===== config.mk =====
export PLATFORM = sky130hd
export DESIGN_NAME = vending_machine
export DESIGN_NICKNAME = d
export VERILOG_FILES = /design/src/rtl/vending_machine_pkg.sv /design/src/rtl/vending_machine.sv
export SDC_FILE = /design/constraint.sdc
export NUM_CORES = 1
export LEC_CHECK = 0
export CAP_MARGIN = 10
export CORE_AREA = 5 5 42 44
export DETAILED_ROUTE_END_ITERATION = 7
export DIE_AREA = 0 0 47 49
export PLACE_DENSITY = 0.65
export SETUP_SLACK_MARGIN = 0.2
export SLEW_MARGIN = 5
export SYNTH_ARGS = -nofsm -noshare
export SYNTH_HDL_FRONTEND = slang
export SYNTH_SLANG_ARGS = --single-unit

===== constraint.sdc =====
create_clock -name clk -period 5.3 [get_ports clk]
set_input_delay 0.53 -clock clk [delete_from_list [all_inputs] [get_ports clk]]
set_output_delay 0.53 -clock clk [all_outputs]
set_load 0.005 [all_outputs]

===== src/rtl/vending_machine_pkg.sv =====
// Shared types and default pricing for the coin-operated vend controller.
// No logic; imported by vending_machine.
package vending_machine_pkg;

    typedef enum logic [1:0] {
        IDLE  = 2'd0,
        ACCUM = 2'd1,
        VEND  = 2'd2
    } vend_state_t;

    localparam int DEFAULT_COIN_VALUE = 5;
    localparam int DEFAULT_PRICE      = 20;
    localparam int DEFAULT_CREDIT_W   = 8;

endpackage


===== src/rtl/vending_machine.sv =====
// Coin credit accumulator; valid is a one-cycle vend pulse seen the cycle after the paying edge.
// Latency 0 cycles from registered state; no backpressure, coins are never refused.
module vending_machine
    import vending_machine_pkg::*;
#(
    parameter int COIN_VALUE = DEFAULT_COIN_VALUE,
    parameter int PRICE      = DEFAULT_PRICE,
    parameter int CREDIT_W   = DEFAULT_CREDIT_W
) (
    input  logic clk,
    input  logic reset,
    input  logic coin,
    output logic valid
);

    // Largest credit ever formed is (PRICE-1)+COIN_VALUE, so that must fit.
    if ((PRICE <= 0) || (COIN_VALUE <= 0) || (CREDIT_W < 1) || (CREDIT_W > 31) ||
        ((PRICE + COIN_VALUE - 1) >= (1 << CREDIT_W))) begin : g_bad_params
        $error("vending_machine: CREDIT_W too small for PRICE+COIN_VALUE-1");
    end

    localparam logic [CREDIT_W-1:0] COIN_C  = CREDIT_W'(COIN_VALUE);
    localparam logic [CREDIT_W-1:0] PRICE_C = CREDIT_W'(PRICE);

    vend_state_t         state;
    logic [CREDIT_W-1:0] credit;
    logic [CREDIT_W-1:0] sum;

    // Credit is already zero in IDLE and VEND, so one adder covers every state.
    assign sum   = credit + COIN_C;
    assign valid = (state == VEND);

    always_ff @(posedge clk or posedge reset) begin
        if (reset) begin
            state  <= IDLE;
            credit <= '0;
        end else begin
            case (state)
                IDLE, ACCUM, VEND: begin
                    if (coin) begin
                        if (sum >= PRICE_C) begin
                            state  <= VEND;
                            credit <= '0;
                        end else begin
                            state  <= ACCUM;
                            credit <= sum;
                        end
                    end else if (state == VEND) begin
                        state  <= IDLE;
                        credit <= '0;
                    end
                end
                default: begin
                    state  <= IDLE;
                    credit <= '0;
                end
            endcase
        end
    end

endmodule


# == Word-level counts from Yosys, hierarchy flattened ==
# Cells that the tools add are included.
# word_totals
ff_bits,10
inputBits,3
out_inout_bits,1
word_cells,17
# classes
addsub,1
magnitude_cmp,1
n_eq_ne,3
mux,8
reduce_logical,2
# ops
op,count
two-way mux 8 bit,4
adder 8 x 3 -> 8 bit (second input constant),1
greater-or-equal comparator 8 x 5 -> 1 bit (second input constant),1
two-way mux 2 bit,4
inequality test 3 bit (second input constant),1
OR reduction 3 bit,1
equality test 2 x 1 -> 1 bit (second input constant),1
equality test 2 bit (second input constant),1
zero test 2 bit,1

# == Depth between registers and ports, before layout ==
# Gate-level depths: netlist (run 1).
# depth
depth_word,5
depth_mapped,6
depth_no_buf,6

# == Worst setup path after synthesis (run 1) ==
# Ideal clock, no wire load.
# synth_path
path_kind,flip-flop to flip-flop
from,reg credit[0]
to,reg credit[0]
setup_time_ns,0.101
t_arrival_ns,1.569
required_ns,5.199
setup_slack_ns,3.631
path_stages_with_launch,7
n_path_buf,0
period_less_slack_ns,1.669
cell_sequence,dfrtp_1 > ha_1 > o211a_1 > o21ai_2 > o31ai_4 > nand3_2 > o311ai_2
# synth_between
elab_chain_cells,5
# synth_lines
element,line,rtl
"start, declared",vending_machine.sv:26,logic [CREDIT_W-1:0] credit;
"start signal, assigned",vending_machine.sv:46,credit <= sum;
adder 8 x 3 -> 8 bit *,vending_machine.sv:30,assign sum = credit + COIN_C;
greater-or-equal comparator 8 x 5 -> 1 bit,vending_machine.sv:41,if (sum >= PRICE_C) begin
two-way mux 8 bit *,vending_machine.sv:41,
two-way mux 8 bit *,vending_machine.sv:40,if (coin) begin
two-way mux 8 bit *,vending_machine.sv:38,case (state)
# Mark *: on every way between the ends. The rest lies on a longest branch, timed or not.
# A chain may end at the register's enable or synchronous reset.

# == Worst setup path in the final report (run 1) ==
# layout_path
from,reg state[1]
to,out valid
# layout_between
elab_chain_cells,1
# layout_lines
element,line,rtl
"start, declared",vending_machine.sv:25,vend_state_t state;
"start signal, assigned",vending_machine.sv:35,state <= IDLE;
"start signal, assigned",vending_machine.sv:42,state <= VEND;
"start signal, assigned",vending_machine.sv:45,state <= ACCUM;
equality test 2 bit,vending_machine.sv:31,assign valid = (state == VEND);
"end, declared",vending_machine.sv:13,output logic valid
# Every way passes these cells.

==> flow_summary.yaml, run 1 <==
run_status:
  status: "completed"
worst_setup_path:
  critPathMaxFanout: 8
  start_kind: "flip-flop"
  crit_type: "reg -> out"
  max_stage_delay_ns: 0.52
  r2r_cells: 6
  worstPathCellList: "nor2b_1 > clkdlybuf4s50_1"
  worst_setup_path_end_kind: "output port"
  crit_path_top_delay_cell: "clkdlybuf4s50_1"
  arrival_ns: 1.42
  critPathRequiredTime_ns: 4.77
clocking:
  cts_buffer_depth: 2
  clk_pin_slew_ns: 0.06
  cts_tree: "yes"
  post_cts_buffers: 0
  clkSinkCount: 10
  clock-root-buffer: "clkbuf_4"
  insertion_delay_ns: 0.26
  htreeDepth: 1
  cts.repair.resized: 0
  hold_buffers: 0
  numCtsBuffers: 3
grt:
  grt_pass1_vias: 428
  grt_max_degree: 14
  antenna_found_initial: 0
  grt_use_total: 0.113
  grt.overflow.total: 0
  grt_pass1_wl_um: 1990
route:
  first_iter_violations: 9
  via_per_inst: 5.84
  vias: 496
  drc: 0
  firstDrtPassIters: 4
  drt-wirelength-per-cell_um: 12.8
  ant_nets: 0
  wl_um: 1090
power:
  power_density_nw_per_um2: 546
  ir_worst_vdd_mv: 0.271
  p_int_w: 0.000222
  p_switching_w: 0.000155
  p_comb_frac: 0.439
  p_total_w: 0.000377
  p_leak_nw: 0.301
  swShare: 0.411
  p_seq_frac: 0.384
  p_clk_frac: 0.176
yosys:
  synth-xor-area-share: 0.0141
  synth_adder_area_share: 0.0201
  synth_top_area_frac: 0.402
  postSynthAreaPerCell_um2: 9.59
  ys_seq_area_frac: 0.402
  yosys_warnings: 0
  synth_top_family_by_area: "simple AND/OR/NAND/NOR gates"
  ys_ff_latch: 10
  synthesis.nets: 69
  synth_compound_area_frac: 0.233
  syn_area_um2: 623
  synth.largest_area_cell: "dfrtp_1"
  synth_area_leaders: "dfrtp_1 (40%), nand2_1 (6.0%), o21ai_1 (4.0%)"
  synth_async_sr_flop_share: 1.00
  synth_mux_area_frac: 0
  synth_flop_cell: "dfrtp_1"
  syn_inst: 65
  synth_enable_flop_cells: 0
  synthSimpleGateAreaFrac: 0.289
  ys_types: 32
timing:
  slew_violations: 0
  fin_tns_setup_ns: 0
  setup_viol: 0
  finalHoldViolCount: 0
  max_freq_ghz: 0.514
  slew-limit-headroom: 0.744
  tightest_slew_ns: 0.382
  period_share: 0.367
  rsz0062_at_grt: "no"
  fin_skew_ns: 0.000467
  min_period_ns: 1.95
floorplan:
  core_um2: 1400
  start_util: 0.445
  fp.dieArea_um2: 2300
  io_pins: 4
  dieHeight_um: 49
  rows: 14
  die_x_um: 47
final_layout:
  multi_input_area_um2: 347
  insertedDiodeCount: 0
  ff_latch_area_um2: 250
  nets: 74
  drive_gt1_frac: 0.145
  syn2layout_area_growth_pct: 10.8
  post-route-util: 0.493
  layout_common_cells: "nand2_1 (10), dfrtp_1 (10), o21ai_1 (5)"
  fill_cells: 145
  final_area_um2: 691
place:
  gp_congestion: 0.828
  place_hpwl_um: 803
  place_area_um2: 654
  port_buffers: 3
worst_hold_path:
  hp-class: "in -> async"
run:
  cap_violations: 0
[power by group through the flow]
stage / clock network [W] / registers, W / logic, W
6_report: 0.0000665 / 0.000145 / 0.000166
5_1_grt: 0.0000746 / 0.000151 / 0.000187
4_1_cts: 0.0000691 / 0.000145 / 0.000167
3_5_place_dp: 0 / 0.000146 / 0.000165
3_3_place_gp: 0 / 0.000146 / 0.000163
2_1_floorplan: 0 / 0.000123 / 0.000161
[cell families (layout without fill, tap and decap cells)]
logic type                 after synthesis  count (layout)
AOI/OAI and AO/OA                       19              19
xor gates and xnor gates                 1               1
adders and majority gates                1               1
buffers and inverters                    5               9
DFF                                     10              10
and+or+nand+nor                         29              29
[worst max-delay path: cells and delay by family (launching register included)]
| family | cells | cell delay (ns) |
|---|---|---|
| buf+inv | 1 | 0.52 |
| flops | 1 | 0.46 |
| simple gates | 1 | 0.18 |
[routing by layer]
| metal | up-vias | wire [um] | GRT usage | part of all wire |
|---|---|---|---|---|
| li1 | 248 | - | - | - |
| met1 | 239 | 584 | 0.200 | 0.54 |
| met2 | 7 | 468 | 0.124 | 0.43 |
| met3 | 2 | 20 | 0.0221 | 0.018 |
| met4 | 0 | 12 | 0.0415 | 0.011 |
| met5 | - | 0 | 0 | 0 |
[per-stage QoR]
step	instances	hold slack, ns	setup WS, ns
finish	85	0.542	3.35
global route	85	0.580	3.27
CTS	85	0.547	3.35
detailed placement	81	0.525	3.40
global placement	81	0.524	3.37
floorplan	65	0.370	3.63
[flip-flops by register name, summed over array words and instances (netlist names)]
register and cells:
credit 8, state 2
[final cells by class]
type	count	share of cell area
multi-input combinational	50	0.502
sequential	10	0.362
clock buffer	4	0.0525
timing repair buffer	3	0.0435
tap	16	0.0290
inverter	2	0.0109
[Yosys cell counts (2+ instances only)]
cell,n
nor3b_1,2
clkbuf_1,2
dfrtp_1,10
nor2_1,2
inv_1,2
o21ai_1,5
nand2_1,10
nand2b_1,2
nand3b_1,2
a21oi_1,3
and2_1,3
o211ai_1,2
[final timing paths]
check | from | to | slack (ns)
setup reg to reg | credit[0]$_DFFE_PP0P_ | credit[0]$_DFFE_PP0P_ | 3.39
hold reg to reg | credit[5]$_DFFE_PP0P_ | credit[5]$_DFFE_PP0P_ | 0.55
setup / recovery | state[1]$_DFFE_PP0P_ | valid | 3.35
min in group clk | credit[5]$_DFFE_PP0P_ | credit[5]$_DFFE_PP0P_ | 0.55
max in group asynchronous | reset | state[1]$_DFFE_PP0P_ | 4.49
hold / removal | reset | credit[7]$_DFFE_PP0P_ | 0.54
(Power assumes the default switching activity.)
==> run 2: changes to the inputs <==
- PLACE_DENSITY: 0.65 -> 0.68
- clock period: 5.3 -> 1.7 ns (I/O delays scaled with it)
==> run 2 against run 1 <==
Wire length rose by 29%. Clock power grew to 2.6 times the previous value. Sequential power rose to 2.8 times the previous value. Cell area is 24% higher. Die area unchanged. Sequential cell count did not move. Critical path type is now reg -> reg. Critical endpoint is now credit[1]$_DFFE_PP0P_. Largest cell class unchanged. Largest power group unchanged.
==> flow_summary.yaml, run 2 (synthesis gave the netlist of run 1 again) <==
run_status:
  status: "completed"
grt:
  grt_use_total: 0.145
  grt_pass1_wl_um: 2460
  grt_max_degree: 11
  grt_pass1_vias: 574
  grt.overflow.total: 0
  antenna_found_initial: 0
floorplan:
  start_util: 0.445
  rows: 14
  io_pins: 4
  core_um2: 1400
  fp.dieArea_um2: 2300
  dieHeight_um: 49
  die_x_um: 47
power:
  p_clk_frac: 0.111
  p_switching_w: 0.000637
  p_comb_frac: 0.627
  ir_worst_vdd_mv: 0.896
  swShare: 0.408
  power_density_nw_per_um2: 1820
  p_int_w: 0.000922
  p_leak_nw: 0.384
  p_seq_frac: 0.261
worst_setup_path:
  crit_type: "reg -> reg"
  crit_path_top_delay_cell: "dfrtp_1"
  max_stage_delay_ns: 0.41
  cp_top_family: "compound AO/OA/AOI/OAI gates"
  critPathRequiredTime_ns: 1.85
  arrival_ns: 1.73
  r2r_cells: 6
  worstPathCellList: "ha_4 > buf_4 > o2111ai_2 > and4b_1 > a31oi_4 > o21ai_2"
  critPathMaxFanout: 4
  critPathBufInv: 1
  worst_setup_path_end_kind: "flip-flop"
  start_kind: "flip-flop"
  cp.depth: 6
worst_hold_path:
  hp-class: "in -> async"
clocking:
  htreeDepth: 1
  clkSinkCount: 10
  numCtsBuffers: 3
  clk_pin_slew_ns: 0.07
  cts_tree: "yes"
  clock-root-buffer: "clkbuf_4"
  cts_buffer_depth: 2
  insertion_delay_ns: 0.26
run:
  cap_violations: 0
route:
  via_per_inst: 5.71
  drc: 0
  firstDrtPassIters: 4
  first_iter_violations: 11
  ant_nets: 0
  vias: 560
  drt-wirelength-per-cell_um: 14.3
  wl_um: 1400
timing:
  period_share: 0.928
  max_freq_ghz: 0.634
  slew-limit-headroom: 0.715
  fin_tns_setup_ns: 0
  setup_viol: 0
  worst_slack_ns: 0.122
  rsz0062_at_grt: "yes"
  finalHoldViolCount: 0
  min_period_ns: 1.58
  tightest_slew_ns: 0.427
  fin_skew_ns: 0.00277
  slew_violations: 0
final_layout:
  largestRegisters: "credit: 8 flops, state: 2 flops"
  layout_common_cells: "buf_4 (11), nand2_1 (10), dfrtp_1 (8), o21ai_2 (4)"
  final_common_cell: "buf_4"
  post-route-util: 0.612
  largest-register: "credit"
  drive_gt1_frac: 0.402
  syn2layout_area_growth_pct: 37.6
  nets: 87
  largest_reg_flops: 8
  insertedDiodeCount: 0
place:
  place_hpwl_um: 964
  port_buffers: 3
  gp_congestion: 0.749
  dp_slack_ns: 0.0703
## run 2: changes by cell type in the layout (fill, tap and decap cells not counted), sizes merged
cell,delta
buf,+13
clkdlybuf4s50,-1
dlymetal6s2s,+1
## run 2: repair_timing
item	4_1_cts	5_1_grt
endpoints found under the setup margin	8	8
setup buffers	5	0
pin swaps	5	1
endpoints found under the hold margin	0	0
hold buffers	0	0
gates resized for setup	6	8
## run 2: layout make-up
class                      count  area, um^2
fill                         121         544
clock buffer                   4        26.3
tap                           16        20.0
timing repair buffer          16         138
sequential                    10         253
multi-input combinational     50         413
inverter                       2        7.51
## run 2: final timing paths
check / start / endpoint / slack (ns)
setup / recovery: credit[1]$_DFFE_PP0P_ / credit[1]$_DFFE_PP0P_ / 0.12
hold / removal: reset / credit[4]$_DFFE_PP0P_ / 0.20
setup reg to reg: credit[1]$_DFFE_PP0P_ / credit[1]$_DFFE_PP0P_ / 0.12
hold reg to reg: credit[4]$_DFFE_PP0P_ / credit[4]$_DFFE_PP0P_ / 0.55
max in group asynchronous: reset / state[1]$_DFFE_PP0P_ / 1.18
min in group clk: credit[4]$_DFFE_PP0P_ / credit[4]$_DFFE_PP0P_ / 0.55
## run 2: power by group through the flow
stage               registers [W]  clock network, W  logic, W
floorplan                0.000396                 0  0.000517
global placement         0.000425                 0  0.000685
detailed placement       0.000426                 0  0.000696
CTS                      0.000404          0.000179  0.000870
global route             0.000422          0.000196   0.00108
finish                   0.000408          0.000174  0.000978
## run 2: worst reg2reg max path, stage by stage, from the launching register on
cell,delay (ns)
dfrtp_1,0.41
ha_4,0.18
buf_4,0.14
o2111ai_2,0.19
and4b_1,0.29
a31oi_4,0.19
o21ai_2,0.06
## run 2: metal layers
layer,wire [um],track usage
met3,54,0.0332
met5,0,0
met1,581,0.166
met2,753,0.256
met4,8,0.0415
## run 2: per-stage QoR
stage	area (um^2)	total power, W	hold slack (ns)	instances
4_1_cts	817	0.00145	0.195	98
3_3_place_gp	728	0.00111	0.473	89
5_1_grt	857	0.00169	0.237	98
3_5_place_dp	728	0.00112	0.483	89
2_1_floorplan	637	0.000912	0.0101	65
6_report	857	0.00156	0.197	98
